[src/rtl/lcd_controller_if.sv]
// lcd_controller_if: Avalon-MM slave bus carrying single-byte writes and status reads to the LCD controller.
interface lcd_controller_if;
  logic       address;
  logic       chipselect;
  logic       byteenable;
  logic       read;
  logic       write;
  logic [7:0] writedata;
  logic [7:0] readdata;
  logic       waitrequest;
  logic [1:0] response;
  modport master (
    output address, chipselect, byteenable, read, write, writedata,
    input  readdata, waitrequest, response
  );
  modport slave (
    input  address, chipselect, byteenable, read, write, writedata,
    output readdata, waitrequest, response
  );
endinterface

[src/rtl/lcd_controller.sv]
// lcd_controller: turns Avalon byte writes into timed HD44780 bus cycles and runs the power-up init itself.
module lcd_controller #(
  parameter int POWERUP_CYCLES     = 750000,
  parameter int SETUP_CYCLES       = 3,
  parameter int EN_PULSE_CYCLES    = 12,
  parameter int HOLD_CYCLES        = 2,
  parameter int CMD_DELAY_CYCLES   = 2000,
  parameter int CLEAR_DELAY_CYCLES = 82000
) (
  input  logic             clk,
  input  logic             reset,
  lcd_controller_if.slave  bus,
  output logic [7:0]       lcd_data_o,
  output logic             lcd_rs_o,
  output logic             lcd_rw_o,
  output logic             lcd_en_o,
  output logic             lcd_on_o,
  output logic             lcd_blon_o
);
  localparam int M1   = POWERUP_CYCLES > CLEAR_DELAY_CYCLES ? POWERUP_CYCLES : CLEAR_DELAY_CYCLES;
  localparam int M2   = M1 > CMD_DELAY_CYCLES ? M1 : CMD_DELAY_CYCLES;
  localparam int M3   = M2 > EN_PULSE_CYCLES ? M2 : EN_PULSE_CYCLES;
  localparam int M4   = M3 > SETUP_CYCLES ? M3 : SETUP_CYCLES;
  localparam int MAXD = M4 > HOLD_CYCLES ? M4 : HOLD_CYCLES;
  localparam int CW   = $clog2(MAXD + 1);
  typedef enum logic [2:0] {POWERUP, INIT_LOAD, IDLE, SETUP, PULSE, HOLD, DELAY} state_e;
  state_e          state_q, state_d;
  logic [CW-1:0]   cnt_q, cnt_d;
  logic [1:0]      idx_q, idx_d;
  logic            init_q, init_d, rs_q, rs_d, en_q;
  logic [7:0]      data_q, data_d, rom;
  logic            accept, done, long_wait;
  assign accept          = state_q == IDLE && bus.chipselect && bus.write;
  assign bus.waitrequest = !(bus.chipselect && (bus.write ? state_q == IDLE : bus.read));
  assign bus.readdata    = {bus.chipselect && state_q != IDLE, 7'b0};
  assign bus.response    = 2'b00;
  assign rom       = idx_q == 2'd0 ? 8'h38 : idx_q == 2'd1 ? 8'h0C : idx_q == 2'd2 ? 8'h06 : 8'h01;
  assign done      = cnt_q == '0;
  // clear (0x01) and return-home (0x02/0x03) need the long execution time
  assign long_wait = !rs_q && data_q[7:2] == 6'b0 && data_q != 8'h00;
  assign lcd_data_o = data_q;
  assign lcd_rs_o   = rs_q;
  assign lcd_en_o   = en_q;
  assign lcd_rw_o   = 1'b0;
  assign lcd_on_o   = 1'b1;
  assign lcd_blon_o = 1'b1;
  always_comb begin
    state_d = state_q;
    cnt_d   = done ? cnt_q : cnt_q - CW'(1);
    idx_d   = idx_q;
    init_d  = init_q;
    data_d  = data_q;
    rs_d    = rs_q;
    case (state_q)
      // counter starts at 0 out of reset, so power-up counts upwards
      POWERUP: begin
        cnt_d = cnt_q + CW'(1);
        if (cnt_q == CW'(POWERUP_CYCLES - 1)) begin
          state_d = INIT_LOAD;
          cnt_d   = '0;
        end
      end
      INIT_LOAD: begin
        state_d = SETUP;
        cnt_d   = CW'(SETUP_CYCLES - 1);
        data_d  = rom;
        rs_d    = 1'b0;
      end
      IDLE: if (accept && bus.byteenable) begin
        state_d = SETUP;
        cnt_d   = CW'(SETUP_CYCLES - 1);
        data_d  = bus.writedata;
        rs_d    = bus.address;
      end
      SETUP: if (done) begin
        state_d = PULSE;
        cnt_d   = CW'(EN_PULSE_CYCLES - 1);
      end
      PULSE: if (done) begin
        state_d = HOLD;
        cnt_d   = CW'(HOLD_CYCLES - 1);
      end
      HOLD: if (done) begin
        state_d = DELAY;
        cnt_d   = long_wait ? CW'(CLEAR_DELAY_CYCLES - 1) : CW'(CMD_DELAY_CYCLES - 1);
      end
      DELAY: if (done) begin
        if (init_q && idx_q != 2'd3) begin
          idx_d   = idx_q + 2'd1;
          state_d = INIT_LOAD;
          cnt_d   = '0;
        end else begin
          init_d  = 1'b0;
          state_d = IDLE;
        end
      end
      default: state_d = POWERUP;
    endcase
  end
  always_ff @(posedge clk) begin
    if (reset) begin
      state_q <= POWERUP;
      cnt_q   <= '0;
      idx_q   <= 2'd0;
      init_q  <= 1'b1;
      rs_q    <= 1'b0;
      data_q  <= 8'h00;
      en_q    <= 1'b0;
    end else begin
      state_q <= state_d;
      cnt_q   <= cnt_d;
      idx_q   <= idx_d;
      init_q  <= init_d;
      rs_q    <= rs_d;
      data_q  <= data_d;
      en_q    <= state_d == PULSE;
    end
  end
endmodule
[src/flat_wrapper.sv]
// flat-port wrapper written by rule: the top's interface ports become plain ports
module lcd_controller_flat 
#(
  parameter int POWERUP_CYCLES     = 750000,
  parameter int SETUP_CYCLES       = 3,
  parameter int EN_PULSE_CYCLES    = 12,
  parameter int HOLD_CYCLES        = 2,
  parameter int CMD_DELAY_CYCLES   = 2000,
  parameter int CLEAR_DELAY_CYCLES = 82000
)
  (clk, reset, lcd_data_o, lcd_rs_o, lcd_rw_o, lcd_en_o, lcd_on_o, lcd_blon_o, bus_address, bus_chipselect, bus_byteenable, bus_read, bus_write, bus_writedata, bus_readdata, bus_waitrequest, bus_response);
  lcd_controller_if bus_i ();
  input  logic clk;
  input  logic reset;
  output logic [7:0] lcd_data_o;
  output logic lcd_rs_o;
  output logic lcd_rw_o;
  output logic lcd_en_o;
  output logic lcd_on_o;
  output logic lcd_blon_o;
  input wire logic [$bits(bus_i.address)-1:0] bus_address;
  input wire logic [$bits(bus_i.chipselect)-1:0] bus_chipselect;
  input wire logic [$bits(bus_i.byteenable)-1:0] bus_byteenable;
  input wire logic [$bits(bus_i.read)-1:0] bus_read;
  input wire logic [$bits(bus_i.write)-1:0] bus_write;
  input wire logic [$bits(bus_i.writedata)-1:0] bus_writedata;
  output wire logic [$bits(bus_i.readdata)-1:0] bus_readdata;
  output wire logic [$bits(bus_i.waitrequest)-1:0] bus_waitrequest;
  output wire logic [$bits(bus_i.response)-1:0] bus_response;
  assign bus_i.address = bus_address;
  assign bus_i.chipselect = bus_chipselect;
  assign bus_i.byteenable = bus_byteenable;
  assign bus_i.read = bus_read;
  assign bus_i.write = bus_write;
  assign bus_i.writedata = bus_writedata;
  assign bus_readdata = bus_i.readdata;
  assign bus_waitrequest = bus_i.waitrequest;
  assign bus_response = bus_i.response;
  lcd_controller #(.POWERUP_CYCLES(POWERUP_CYCLES), .SETUP_CYCLES(SETUP_CYCLES), .EN_PULSE_CYCLES(EN_PULSE_CYCLES), .HOLD_CYCLES(HOLD_CYCLES), .CMD_DELAY_CYCLES(CMD_DELAY_CYCLES), .CLEAR_DELAY_CYCLES(CLEAR_DELAY_CYCLES)) u_core (.clk(clk), .reset(reset), .bus(bus_i), .lcd_data_o(lcd_data_o), .lcd_rs_o(lcd_rs_o), .lcd_rw_o(lcd_rw_o), .lcd_en_o(lcd_en_o), .lcd_on_o(lcd_on_o), .lcd_blon_o(lcd_blon_o));
endmodule
[config.mk]
export PLATFORM = sky130hd
export DESIGN_NAME = lcd_controller_flat
export DESIGN_NICKNAME = d
export VERILOG_FILES = /design/src/rtl/lcd_controller_if.sv /design/src/rtl/lcd_controller.sv /design/src/flat_wrapper.sv
export SDC_FILE = /design/constraint.sdc
export NUM_CORES = 1
export LEC_CHECK = 0
export ABC_AREA = 1
export BUFFER_PORTS_ARGS = -buffer_cell sky130_fd_sc_hd__clkbuf_2
export CAP_MARGIN = 20
export CORE_MARGIN = 3
export CORE_UTILIZATION = 64
export DETAILED_ROUTE_END_ITERATION = 8
export PLACE_DENSITY = 0.87
export SLEW_MARGIN = 20
export SYNTH_ARGS = -nofsm -noshare
export SYNTH_HDL_FRONTEND = slang
export SYNTH_SLANG_ARGS = --single-unit
[constraint.sdc]
create_clock -name clk -period 3.8 [get_ports clk]
set_input_delay 0.19 -clock clk [delete_from_list [all_inputs] [get_ports clk]]
set_output_delay 0.19 -clock clk [all_outputs]
set_load 0.005 [all_outputs]
==> flow_summary.ini <==
[run_status]
status = complete, no violations

[cts]
path_clk_slew_ps = 90
clock_latency_ps = 310
cts_num_sinks = 36
h-tree-depth = 2
tritoncts = done
cts-root-buf = clkbuf_8
cts_resized = 0
cts_buffers = 5
cts_buffer_depth = 2
cts_setup_buffers = 0
holdBufCountCts = 0

[pwr]
swShare_pct = 31.7
leakagePower_nw = 1.63
switching_power_w = 0.000291
power_density_nw_per_um2 = 274
vdd_drop_max_mv = 0.264
p_int_w = 0.000627
p_comb_share_pct = 18.4
clockPowerShare_pct = 39.8
pwr-share-seq_pct = 41.8

[setup_path]
r2r_setup_slack_ps = 1620
required_ps = 4020
regToRegEndpoint = u_core.cnt_q[9]
worstSetupPathType = flip-flop to flip-flop
path_cells = nor2_2, nand2_2, nor2_4, nand3_4, o21ai_2, inv_1, o21ai_0, nand3_1, nand2_1, inv_1
crit_fanout = 22
worstPathArrival_ps = 2400
crit_buf_inv = 2
crit_top_cell = inv_1
cp_slowest_cell = o21ai_2
reg2reg_depth = 10
slowest_delay_ps = 410
endpoint_kind = flip-flop
critPathTopFamily = simple AND/OR/NAND/NOR gates
reg2reg_from = u_core.cnt_q[4]
crit_path_start_kind = flip-flop

[synthesis]
synth_top_family_by_area = simple AND/OR/NAND/NOR gates
synth_area_leaders = dfxtp_1 (23%), nand2_1 (16%), nand3_1 (8.7%)
synth_top_cell_area_share_pct = 22.7
ys_types = 38
synth_compound_area_share_pct = 12.6
synth-xor-area-share_pct = 3.04
synthCells = 521
async_flop_share_pct = 0
yosys_register_bits = 36
synth-seq-area-share_pct = 22.7
synth_area_leader_cell = dfxtp_1
synthMuxAreaShare_pct = 0.355
ys.flop_type = dfxtp_1
synth_edf_count = 0
syn_area_um2 = 3170
synth_warnings = 0
synth.avg_cell_area_um2 = 6.08
synth-simple-area-share_pct = 44.5
synthAdderAreaFrac_pct = 3.16

[global_routing]
grt_max_degree = 23
grt_pass1_vias = 3263
grt_usage_pct = 32.6
antenna_found_initial = 0
grt.overflow.total = 0
grt_pass1_wl_mm = 15.6

[sta]
finalSetupViolCount = 0
rsz0062_at_grt = no
whs_ps = 134
tns_ps = 0
max_freq_mhz = 458
slew_headroom_pct = 50.3
layout_min_cycle_time_ps = 2180
hold_viol = 0
slew_viol_final = 0
post-route-period-util_pct = 57.5
worst_pin_slew_ps = 744
fin_skew_ps = 6.53

[finish]
diodes = 0
final_nets = 562
drive_gt1_share_pct = 13.1
final_util_pct = 73.3
area_growth_pct = 5.65
layout_common_cells = nand2_1 (136), inv_1 (55), nand3_1 (55)
layout_commonest_cell = nand2_1

[floorplan]
die_area_um2 = 5830
die_w_um = 76.4
rows = 24
core_um2 = 4560
start_util_pct = 69.4
dieHeight_um = 76.4
num_io_pins = 39

[min_path]
hp-start = bus_writedata[3]
hold_path.class = primary input to flip-flop
whs_path_depth = 3
whs_endpoint = u_core.lcd_data_o[3]

[routing]
post_drt_wl_per_cell_um = 15.6
vias_per_cell = 5.94
drt-pass1-iter-count = 6
via_count = 3592
drt_wl_total_mm = 9.47
ant_nets = 0
drc = 0
drt_iter0_drc = 532

[place]
dp_hpwl_mm = 7.08
port_buffers = 26
gp_congestion = 1.07

[flow_run]
maxCapViolCount = 0
[tightest hold or removal path, cell delays in order]
cell,delay [ps]
clkbuf_2,80
nand2_1,50
a31oi_1,70
[power groups by stage]
stage	Sequential (W)	Combinational [W]	Clock [W]
after floorplan	0.000391	0.000137	0
after global placement	0.000393	0.000160	0
after detailed placement	0.000393	0.000163	0
after CTS	0.000384	0.000164	0.000360
after global routing	0.000385	0.000186	0.000377
final	0.000384	0.000169	0.000365
[cells in the mapped netlist (5+ instances only)]
cell type / number
nor2_2: 6
nand3_1: 55
a21oi_1: 13
a31oi_1: 7
o21ai_0: 29
nor2_1: 50
buf_6: 5
dfxtp_1: 36
nor3_1: 15
o21ai_1: 12
inv_2: 10
xor2_1: 11
nand4_1: 19
ha_1: 8
inv_1: 55
nand2_1: 136
buf_4: 12
[layout make-up]
cell class	count	area [µm²]
timing repair buffer	26	130
sequential	36	721
fill	433	1220
clock buffer	5	68.8
inverter	65	244
multi-input combinational	405	2060
clock inverter	3	42.5
tap	65	81.3
[per-stage QoR]
stage	setup WS, ps	total power, W	area [µm²]	instances
final	1620	0.000918	3350	605
after global routing	1520	0.000948	3350	605
after CTS	1710	0.000908	3350	605
after detailed placement	1740	0.000556	3240	597
after global placement	1790	0.000553	3240	597
after floorplan	2200	0.000528	3210	531
[flip-flops by register name, summed over array words and instances, names as in the netlist]
name,flops
u_core.lcd_en_o,1
u_core.lcd_data_o,8
u_core.lcd_rs_o,1
u_core.cnt_q,20
u_core.idx_q,2
u_core.init_q,1
u_core.state_q,3
[cells by family (layout without fill, tap and decap cells)]
kind of cell    count (synthesis)  in the layout
simple gates                  302            302
buf+inv                        90             99
compound gates                 71             71
flops                          36             36
xor+xnor                       11             11
fa+ha+maj                       8              8
other cells                     2             12
mux                             1              1
[worst max path at each step]
stage	start	endpoint	slack, ps	depth (start not counted)
3_3_place_gp	u_core.cnt_q[15]	u_core.cnt_q[9]	1790	10
2_1_floorplan	u_core.cnt_q[0]	u_core.cnt_q[0]	2200	9
6_report	u_core.cnt_q[4]	u_core.cnt_q[9]	1620	10
5_1_grt	u_core.state_q[1]	u_core.lcd_data_o[6]	1520	6
3_5_place_dp	u_core.cnt_q[0]	u_core.cnt_q[9]	1740	11
4_1_cts	u_core.cnt_q[4]	u_core.cnt_q[9]	1710	10
[layer usage]
metal | track usage [%] | share of wire, %
met4 | 15.9 | 4.5
met1 | 42.3 | 40
met5 | 0 | 0
met2 | 52.7 | 45
met3 | 4.85 | 11
(Power assumes the default switching activity.)
